**src/rtl/alu_writeback.sv**
```systemverilog
// ALU result writeback stage: writes single-word results in one cycle and wide results
// (mul / div-mod) in two, and tracks overflow and illegal-function exceptions.
module alu_writeback #(
    parameter logic [3:0] HI_REG = 4'd15
) (
    input  logic        clk,
    input  logic        rst_n,
    input  logic        wb_valid,
    output logic        wb_ready,
    input  logic [2:0]  ALU_FUNC,
    input  logic [31:0] alu_out,
    input  logic        OF_detect,
    input  logic [3:0]  dest_reg,
    output logic        rf_we,
    output logic [3:0]  rf_waddr,
    output logic [15:0] rf_wdata,
    output logic        stall,
    output logic        of_flag,
    input  logic        of_clear,
    output logic        exc_pulse,
    output logic [2:0]  exc_func
);

    typedef enum logic [1:0] {StIdle, StLo, StHi} state_e;

    state_e      state_q, state_d;
    logic [2:0]  func_q;
    logic [31:0] data_q;
    logic        ovf_q;
    logic [3:0]  dest_q;
    logic        of_flag_q;
    logic [2:0]  exc_func_q;

    logic accept;
    logic in_ovf, in_exc;
    logic lo_exc, lo_wide;

    assign accept  = wb_valid && wb_ready;
    // Overflow only matters for add/sub; 110/111 are illegal function codes.
    assign in_ovf  = (ALU_FUNC[2:1] == 2'b00) && OF_detect;
    assign in_exc  = (ALU_FUNC[2:1] == 2'b11) || in_ovf;
    assign lo_exc  = (func_q[2:1] == 2'b11) || ((func_q[2:1] == 2'b00) && ovf_q);
    assign lo_wide = (func_q[2:1] == 2'b10);

    always_ff @(posedge clk or negedge rst_n) begin
        if (!rst_n) begin
            state_q    <= StIdle;
            func_q     <= '0;
            data_q     <= '0;
            ovf_q      <= 1'b0;
            dest_q     <= '0;
            of_flag_q  <= 1'b0;
            exc_func_q <= '0;
        end else begin
            state_q <= state_d;
            if (accept) begin
                func_q <= ALU_FUNC;
                data_q <= alu_out;
                ovf_q  <= OF_detect;
                dest_q <= dest_reg;
                if (in_exc) begin
                    exc_func_q <= ALU_FUNC;
                end
            end
            // A new overflow takes priority over a coincident clear.
            if (accept && in_ovf) begin
                of_flag_q <= 1'b1;
            end else if (of_clear) begin
                of_flag_q <= 1'b0;
            end
        end
    end

    always_comb begin
        state_d   = StIdle;
        wb_ready  = 1'b1;
        rf_we     = 1'b0;
        rf_waddr  = '0;
        rf_wdata  = '0;
        exc_pulse = 1'b0;
        unique case (state_q)
            StIdle: begin
                state_d = accept ? StLo : StIdle;
            end
            StLo: begin
                rf_we     = !lo_exc && (dest_q != 4'd0);
                rf_waddr  = dest_q;
                rf_wdata  = data_q[15:0];
                exc_pulse = lo_exc;
                wb_ready  = !lo_wide;
                if (lo_wide) begin
                    state_d = StHi;
                end else begin
                    state_d = accept ? StLo : StIdle;
                end
            end
            StHi: begin
                rf_we    = 1'b1;
                rf_waddr = HI_REG;
                rf_wdata = data_q[31:16];
                state_d  = accept ? StLo : StIdle;
            end
            default: begin
                state_d = StIdle;
            end
        endcase
    end

    assign stall    = !wb_ready;
    assign of_flag  = of_flag_q;
    assign exc_func = exc_func_q;

endmodule

```
**config.mk**
```make
export PLATFORM = sky130hd
export DESIGN_NAME = alu_writeback
export DESIGN_NICKNAME = d
export VERILOG_FILES = /design/src/rtl/alu_writeback.sv
export SDC_FILE = /design/constraint.sdc
export NUM_CORES = 1
export LEC_CHECK = 0
export ABC_AREA = 1
export CORE_AREA = 5 5 71 73
export CTS_BUF_LIST = sky130_fd_sc_hd__clkbuf_8
export DETAILED_ROUTE_END_ITERATION = 10
export DIE_AREA = 0 0 76 78
export PLACE_DENSITY = 0.86
export SYNTH_ARGS = -nofsm -noshare
export SYNTH_HDL_FRONTEND = slang
export SYNTH_SLANG_ARGS = --single-unit
export TNS_END_PERCENT = 20
```
**constraint.sdc**
```tcl
create_clock -name clk -period 3.97 [get_ports clk]
set_input_delay 0.794 -clock clk [delete_from_list [all_inputs] [get_ports clk]]
set_output_delay 0.794 -clock clk [all_outputs]
set_load 0.03 [all_outputs]
```
==> results of run 1 <==
## cell usage in the layout, fill, tap and decap left out
cell type        instances
dfrtp_1                 45
a21boi_0                 1
nand2_2                  1
nand3_1                  1
a211oi_1                 1
clkinvlp_4               1
buf_2                    1
clkdlybuf4s50_1         70
nor2_1                   7
clkbuf_8                 6
inv_1                    9
a21oi_1                 21
ha_1                     4
buf_4                    2
o22ai_1                  1
o21ai_0                  2
inv_2                    1
bufinv_16                1
nand3_2                  1
nand2_1                167
## worst max-delay path by stage
| stage | from | end | cells past startpoint |
|---|---|---|---|
| 2_1_floorplan | state_q[0] | rf_wdata[5] | 6 |
| 3_3_place_gp | state_q[0] | rf_waddr[2] | 5 |
| 3_5_place_dp | state_q[0] | rf_waddr[3] | 5 |
| 4_1_cts | state_q[0] | rf_waddr[3] | 5 |
| 5_1_grt | state_q[0] | rf_waddr[3] | 5 |
| 6_report | state_q[0] | rf_waddr[3] | 5 |
## cell families (layout without fill, tap and decap cells)
logic type,Yosys count,after routing,synth area share (%)
compound gates,26,26,6.485
simple gates,177,177,32.06
flops,45,45,53.54
fa+ha+maj,4,4,2.380
buf+inv,24,91,5.532
## critical path, cell delays in order, from the launching register on
cell and delay, ns:
dfrtp_1 0.42, inv_1 0.10, ha_1 0.62, inv_1 0.22, a21oi_1 0.21, clkdlybuf4s50_1 0.70
## area by class of cell
cell class | instances | area share, %
flip-flops and latches | 45 | 38.43
repair buffers | 73 | 24.59
well taps | 52 | 2.220
clock inverters | 2 | 1.281
multi-input cells | 207 | 29.38
clock buffers | 6 | 2.818
inverters | 10 | 1.281
## sequential cells by signal (all words and copies together), names as in the netlist
signal and flops:
data_q 32, state_q 2, dest_q 4, of_flag 1, exc_func 3, ovf_q 1, func_q 2
## routing by layer
layer	up-vias	GRT usage [%]	share of wire [%]
met4	0	4.804	1.0
met5	-	0	0
met2	65	30.39	49
li1	969	-	-
met3	9	7.176	7.9
met1	859	22.61	42
## per-stage QoR
stage	util [%]	worst slack (ns)	hold WS [ns]
2_1_floorplan	-	1.583	0.4487
3_3_place_gp	65.44	1.082	0.4617
3_5_place_dp	65.44	0.9365	0.4656
4_1_cts	68.24	0.5855	0.4883
5_1_grt	68.24	0.3836	0.5147
6_report	68.24	0.6067	0.4844
## power breakdown
| part | internal, mW | total, mW | switching (mW) |
|---|---|---|---|
| clock network | 0.205 | 0.360 | 0.155 |
| logic | 0.153 | 0.387 | 0.234 |
| registers | 0.524 | 0.566 | 0.0419 |
| total | 0.882 | 1.31 | 0.431 |
==> metrics.csv, run 1 <==
stage,metric,value,unit
clocking,post_cts_buffers,0,
timing,setup_violations,0,
route,wl_per_cell,13.46,µm
finish,stdcell_count,395,
hold_path,min_path_type,flip-flop to flip-flop,
clocking,cts_resized,0,
clocking,cts_max_level,2,
clocking,clk_latency,0.30,ns
route,first_iter_violations,128,
yosys,ys_ff_latch,45,
timing,finalCriticalPeriod,3.363,ns
power_and_ir_drop,pwr_density_cell,448.1,nW/µm²
yosys,synth.avg_cell_area,7.621,µm²
die,num_rows,24,
grt,grt_pass1_wl,8.880,mm
yosys,seq_area_frac_synth,53.54,%
hold_path,hold_depth,2,
run,max_cap_violations,0,
clocking,numCtsBuffers,5,
route,wirelength,5.315,mm
route,final_antenna_net_count,0,
finish,drive_gt1_share,4.082,%
timing,rsz0062_at_grt,no,
yosys,synth_area_leaders,"dfrtp_1 (54%), nand2_1 (30%), a21oi_1 (5.0%)",
hold_path,min-delay-start,data_q[9],
timing,timing.fmax,297.3,MHz
place,place_congestion,0.8358,
route,viasPerCell,4.815,
timing,skew,0.01103,ns
finish,antenna_cells,0,
timing,relSlewSlack,36.17,%
yosys,syn_inst,276,
yosys,yosysWarnings,0,
clocking,ctsHoldBuffers,0,
grt,grt_pass1_vias,1916,
yosys,syn_area,2103,µm²
clocking,clk_pin_slew_worst_paths,0.08,ns
worst_setup_path,rrSetupSlack,1.49,ns
finish,num-nets-final,390,
die,num_io_pins,72,
route,drcViolationCount,0,
grt,antenna_found_initial,0,
timing,finalMaxSlewViolations,0,
power_and_ir_drop,leakagePower,1.412,nW
place,numPlacedInstances,387,
die,fp.coreArea,4294,µm²
grt,grt_max_degree,46,
clocking,cts_num_sinks,45,
worst_setup_path,r2r_end,exc_func[2],
timing,hold_viol,0,
route,vias,1902,
yosys,synth_common_cells,"nand2_1 (167), dfrtp_1 (45), a21oi_1 (21)",
worst_setup_path,endpoint_kind,output port,
worst_setup_path,crit_fanout,19,
power_and_ir_drop,ir_worst_vdd,0.2323,mV
worst_setup_path,rr_worst_depth,9,
finish,areaGrowthSynthToFinish,39.32,%
timing,timing.final.crit_share,84.72,%
yosys,synthArstFlopShare,100.0,%
power_and_ir_drop,p_total,1.313,mW
grt,overflow,0,
worst_setup_path,cp.required,3.18,ns
die,die_x,76,µm
yosys,synth_largest_area_cell,dfrtp_1,
status,status,completed,
timing,tightest_slew,0.9575,ns
clocking,cts_buffer_depth,2,
route,drtPass1Iterations,4,
die,die_area,5928,µm²
clocking,cts-root-buf,clkbuf_8,
yosys,yosysUniqueCellTypes,19,
place,dp_hpwl,3.764,mm
yosys,synth-edff-count,0,
finish,n_fill_cell,387,
yosys,yosysTopAreaCellShare,53.54,%
worst_setup_path,path_class,flip-flop to output port,
worst_setup_path,reg2reg_from,state_q[1],
worst_setup_path,cp.arrival,2.57,ns
timing,tns,0,ns
die,die_h,78,µm
yosys,syn_nets,324,
place,portBuffers,71,
yosys,synth-main-ff-cell,dfrtp_1,
clocking,tritoncts,done,
die,start_util,48.98,%
worst_setup_path,start_kind,flip-flop,
finish,regArea,1126,µm²
finish,final_area,2930,µm²
grt,grt.total_usage,18.43,%
place,place_area,2810,µm²
hold_path,hold_end,data_q[9],
finish,multi_input_area,860.8,µm²
yosys,synth.most_common_cell,nand2_1,
Note: power is estimated with default switching activity, not from simulation.
==> inputs of run 2 (changes only) <==
Settings changed: CORE_AREA 5 5 71 73 to 5 5 77 79, DIE_AREA 0 0 76 78 to 0 0 82 84, PLACE_DENSITY 0.86 to 0.77.
Clock period 3.97 ns to 2.7 ns, I/O delays scaled along.
==> metrics.csv, run 2 (same netlist as run 1, synthesis figures left out) <==
stage,metric,value,unit,change
finish,drive_gt1_share,9.565,%,+5.5 points
grt,antenna_found_initial,0,,unchanged
finish,final_common_cell,nand2_1,,
finish,regArea,1126,µm²,unchanged
route,vias,1933,,+1.6%
timing,tns,0,ns,unchanged
worst_setup_path,critPathBufInv,2,,-1
route,first_iter_violations,143,,+12%
timing,finalMaxSlewViolations,0,,unchanged
timing,timing.fmax,388.1,MHz,
place,dp_hpwl,3.918,mm,+4.1%
finish,final_cell_mix,"nand2_1 (167), clkdlybuf4s50_1 (51), dfrtp_1 (45)",,
finish,final_core_utilization,54.99,%,-13 points
grt,overflow,0,,unchanged
timing,relSlewSlack,33.64,%,-2.5 points
worst_setup_path,reg2reg_from,state_q[1],,
power_and_ir_drop,ir_worst_vdd,0.2732,mV,+18%
die,fp.coreArea,5270,µm²,+23%
clocking,clk_latency,0.30,ns,about the same
clocking,ctsHoldBuffers,0,,unchanged
worst_setup_path,crit_chain,inv_1 > ha_1 > nand2_1 > a21oi_1 > clkdlybuf4s50_1,,
timing,rsz0062_at_grt,no,,
die,num_rows,27,,+13%
grt,grt_pass1_wl,9.025,mm,+1.6%
worst_setup_path,slowest_stage,clkdlybuf4s50_1,,
finish,n_fill_cell,536,,+39%
route,viasPerCell,4.635,,-3.7%
route,final_antenna_net_count,0,,unchanged
worst_setup_path,cp_top_family,buffers and inverters,,
clocking,cts_max_level,2,,unchanged
timing,timing.final.crit_share,95.42,%,
route,drcViolationCount,0,,unchanged
timing,skew,0.003755,ns,-0.007276 ns
finish,multi_input_area,863.3,µm²,+0.29%
grt,grt.total_usage,16.77,%,-1.7 points
worst_setup_path,max_stage_delay,0.70,ns,about the same
die,start_util,39.91,%,-9.1 points
place,portBuffers,71,,unchanged
timing,setup_violations,0,,unchanged
clocking,cts_buffer_depth,2,,unchanged
clocking,tritoncts,done,,
worst_setup_path,startpoint,state_q[0],,
die,die_area,6888,µm²,+16%
hold_path,min_path_type,input port to asynchronous set/reset pin,,
clocking,clk_pin_slew_worst_paths,0.08,ns,about the same
timing,holdWs,0.4060,ns,-0.07840 ns
timing,hold_viol,0,,unchanged
finish,antenna_cells,0,,unchanged
finish,largest-register,data_q,,
finish,largest_register_ffs,32,,unchanged
route,drtPass1Iterations,4,,unchanged
worst_setup_path,start_kind,flip-flop,,
timing,tightest_slew,0.9954,ns,+0.03789 ns
grt,grt_max_degree,46,,unchanged
worst_setup_path,cp.required,2.16,ns,-1.02 ns
power_and_ir_drop,pwr_density_cell,621.6,nW/µm²,+39%
worst_setup_path,crit_fanout,7,,-12
finish,final_area,2898,µm²,-1.1%
status,status,completed,,
finish,num-nets-final,392,,+0.51%
power_and_ir_drop,leakagePower,1.481,nW,+4.9%
place,place_congestion,0.7700,,-7.9%
worst_setup_path,path_class,flip-flop to output port,,
route,wirelength,5.511,mm,+3.7%
timing,finalCriticalPeriod,2.576,ns,
worst_setup_path,cp.arrival,2.04,ns,-0.53 ns
die,die_x,82,µm,+7.9%
clocking,post_cts_buffers,0,,unchanged
place,place_area,2808,µm²,about the same
clocking,cts_resized,0,,unchanged
clocking,cts-root-buf,clkbuf_8,,
worst_setup_path,endpoint_kind,output port,,
route,wl_per_cell,13.22,µm,-1.8%
clocking,numCtsBuffers,5,,unchanged
grt,grt_pass1_vias,1944,,+1.5%
run,max_cap_violations,0,,unchanged
die,die_h,84,µm,+7.7%
die,num_io_pins,72,,unchanged
clocking,cts_num_sinks,45,,unchanged
finish,areaGrowthSynthToFinish,37.78,%,
run 2: cell types whose count changed in the layout (fill, tap and decap cells not counted), sizes merged, moves of 2 or more:
cell           before  now
dlymetal6s2s        0    2
buf                 3   22
clkdlybuf4s50      70   51
clkinv              0    2
run 2: power by group:
| part | total (mW) | switching, mW | internal [mW] |
|---|---|---|---|
| clock | 0.399 | 0.223 | 0.176 |
| sequential | 0.831 | 0.0606 | 0.771 |
| combinational | 0.571 | 0.349 | 0.222 |
run 2: area by class of cell:
cell class | count | area share (%)
clock inverters | 3 | 0.4750
repair buffers | 75 | 24.09
inverters | 10 | 1.295
well taps | 72 | 3.109
flip-flops and latches | 45 | 38.86
multi-input cells | 207 | 29.79
clock buffers | 5 | 2.375
run 2: path summary, 6_finish.rpt:
| kind | depth (start not counted) | slack, ns | end |
|---|---|---|---|
| max in group asynchronous | 1 | 1.68 | data_q[29] |
| max | 5 | 0.12 | rf_wdata[8] |
| min | 1 | 0.41 | data_q[4] |
| min in group clk | 2 | 0.48 | data_q[0] |
| max reg2reg | 8 | 0.87 | exc_func[0] |
| min reg2reg | 2 | 0.48 | data_q[0] |
run 2: routing by layer:
layer,routed length [µm],vias up,track usage [%]
li1,-,971,-
met1,2419,903,21.90
met2,2700,53,27.19
met3,336,6,4.644
met4,54,0,4.079
met5,0,-,0
run 2: stage by stage:
stage	std cells	total power, mW	worst slack (ns)
3_5_place_dp	409	1.421	0.3803
4_1_cts	417	1.823	0.03785
5_1_grt	417	1.918	0.0003946
6_report	417	1.801	0.1235
2_1_floorplan	276	1.177	0.5671
3_3_place_gp	409	1.402	0.4858
==> inputs of run 3 (changes only) <==
Settings changed: CORE_AREA 5 5 77 79 to 5 5 79 81, DIE_AREA 0 0 82 84 to 0 0 84 86, PLACE_DENSITY 0.77 to 0.73, SLEW_MARGIN from default to 20.
==> metrics.csv, run 3 (same netlist as run 1, synthesis figures left out) <==
stage,metric,value,unit,change
clocking,clk_latency,0.30,ns,about the same
grt,grt.total_usage,15.31,%,-1.5 points
clocking,clk_pin_slew_worst_paths,0.09,ns,about the same
finish,final_cell_mix,"nand2_1 (167), clkdlybuf4s50_1 (47), dfrtp_1 (45)",,
timing,relSlewSlack,58.00,%,+24 points
worst_setup_path,r2r_end,exc_func[1],,
die,num_rows,27,,unchanged
place,place_congestion,0.7715,,+0.19%
route,final_antenna_net_count,0,,unchanged
worst_setup_path,endpoint_kind,output port,,
die,die_h,86,µm,+2.4%
finish,multi_input_area,860.8,µm²,-0.29%
timing,timing.fmax,401.6,MHz,+3.5%
status,status,completed,,
worst_setup_path,path_class,flip-flop to output port,,
place,dp_hpwl,3.739,mm,-4.6%
worst_setup_path,cp.arrival,1.95,ns,-0.09 ns
clocking,numCtsBuffers,5,,unchanged
place,portBuffers,71,,unchanged
clocking,cts-root-buf,clkbuf_8,,
timing,timing.final.crit_share,92.22,%,-3.2 points
timing,skew,0.003916,ns,+0.0001615 ns
finish,regArea,1126,µm²,unchanged
clocking,cts_max_level,2,,unchanged
route,wirelength,5.459,mm,-0.94%
worst_setup_path,startpoint,state_q[1],,
route,wl_per_cell,13.03,µm,-1.4%
timing,tightest_slew,0.6291,ns,-0.3663 ns
route,vias,1930,,-0.16%
route,drtPass1Iterations,6,,+2
power_and_ir_drop,pwr_density_cell,612.8,nW/µm²,-1.4%
worst_setup_path,crit_fanout,22,,+15
die,start_util,38.91,%,-1.0 points
finish,largest_register_ffs,32,,unchanged
grt,grt_max_degree,46,,unchanged
finish,areaGrowthSynthToFinish,40.45,%,
finish,n_fill_cell,545,,+1.7%
grt,grt_pass1_wl,9.025,mm,unchanged
worst_setup_path,rr_worst_depth,9,,+1
grt,overflow,0,,unchanged
finish,num-nets-final,394,,+0.51%
grt,grt_pass1_vias,1906,,-2.0%
power_and_ir_drop,ir_worst_vdd,0.3122,mV,+14%
route,first_iter_violations,93,,-35%
clocking,cts_num_sinks,45,,unchanged
place,numPlacedInstances,411,,+0.49%
finish,largest-register,data_q,,
timing,tns,0,ns,unchanged
worst_setup_path,cp-endpoint,wb_ready,,
timing,rsz0062_at_grt,no,,
finish,final_common_cell,nand2_1,,
place,pre_cts_ws,0.3424,ns,-0.03792 ns
finish,stdcell_count,419,,+0.48%
die,die_area,7224,µm²,+4.9%
timing,setup_violations,0,,unchanged
timing,setup_ws,0.2100,ns,+0.08647 ns
route,viasPerCell,4.606,,-0.63%
power_and_ir_drop,leakagePower,1.644,nW,+11%
die,fp.coreArea,5405,µm²,+2.6%
worst_setup_path,start_kind,flip-flop,,
timing,hold_viol,0,,unchanged
finish,drive_gt1_share,8.069,%,-1.5 points
hold_path,min_path_type,input port to asynchronous set/reset pin,,
route,drcViolationCount,0,,unchanged
clocking,tritoncts,done,,
finish,antenna_cells,0,,unchanged
grt,antenna_found_initial,0,,unchanged
die,num_io_pins,72,,unchanged
die,die_x,84,µm,+2.4%
clocking,cts_buffer_depth,2,,unchanged
clocking,post_cts_buffers,0,,unchanged
run,max_cap_violations,0,,unchanged
worst_setup_path,reg2reg_from,state_q[1],,
timing,finalMaxSlewViolations,0,,unchanged
worst_setup_path,cp.required,2.16,ns,about the same
worst_setup_path,rrSetupSlack,0.75,ns,-0.12 ns
timing,finalCriticalPeriod,2.490,ns,-0.08647 ns
==> run 3: changes by cell type in the layout (fill, tap and decap cells not counted), sizes merged <==
cell and delta:
clkinvlp +1, clkdlybuf4s50 -4, dlygate4sd2 +2, inv -1
dlymetal6s2s +9, buf -5
==> run 3: final cells by class <==
type	instances	area share [%]
flip-flops and latches	45	38.12
well taps	72	3.050
repair buffers	77	25.50
clock inverters	3	0.5930
clock buffers	5	2.330
multi-input cells	207	29.14
inverters	10	1.271
==> run 3: what timing repair did <==
item,in CTS,in global routing
gates resized for setup,2,11
hold endpoints to repair,0,0
endpoints found under the setup margin,2,11
hold buffers,0,0
==> run 3: worst max-delay path, cell delays in order (launching register included) <==
cell             delay [ns]
dfrtp_1                0.40
inv_1                  0.08
ha_1                   0.14
buf_4                  0.26
nand3_2                0.15
clkdlybuf4s50_1        0.62
==> run 3: through the flow <==
| step | power [mW] | cell area (µm²) | util, % | hold slack, ns |
|---|---|---|---|---|
| 2_1_floorplan | 1.177 | 2103 | - | 0.2444 |
| 3_3_place_gp | 1.413 | 2840 | 52.55 | 0.4638 |
| 3_5_place_dp | 1.426 | 2840 | 52.55 | 0.4655 |
| 4_1_cts | 1.832 | 2924 | 54.10 | 0.4350 |
| 5_1_grt | 1.926 | 2954 | 54.65 | 0.2807 |
| 6_report | 1.810 | 2954 | 54.65 | 0.2330 |
==> run 3: power breakdown <==
| group | total, mW | internal [mW] | switching, mW |
|---|---|---|---|
| clock | 0.407 | 0.179 | 0.228 |
| sequential | 0.830 | 0.771 | 0.0591 |
| combinational | 0.573 | 0.224 | 0.349 |
| total | 1.81 | 1.17 | 0.637 |
==> run 3: worst min path at each step <==
stage	startpoint	end	slack (ns)	cells past startpoint
global placement	data_q[31]	data_q[31]	0.46	2
detailed placement	data_q[0]	data_q[0]	0.47	2
floorplan	rst_n	data_q[0]	0.24	0
CTS	rst_n	data_q[6]	0.44	1
finish	rst_n	data_q[25]	0.23	1
global route	rst_n	data_q[25]	0.28	1
==> run 3: metal layers <==
metal | up-vias | part of all wire (%) | track usage (%) | wire length, µm
li1 | 979 | - | - | -
met1 | 886 | 46 | 19.76 | 2531
met2 | 58 | 45 | 24.37 | 2460
met3 | 7 | 7.5 | 6.340 | 409
met4 | 0 | 1.1 | 3.070 | 58
met5 | - | 0 | 0 | 0
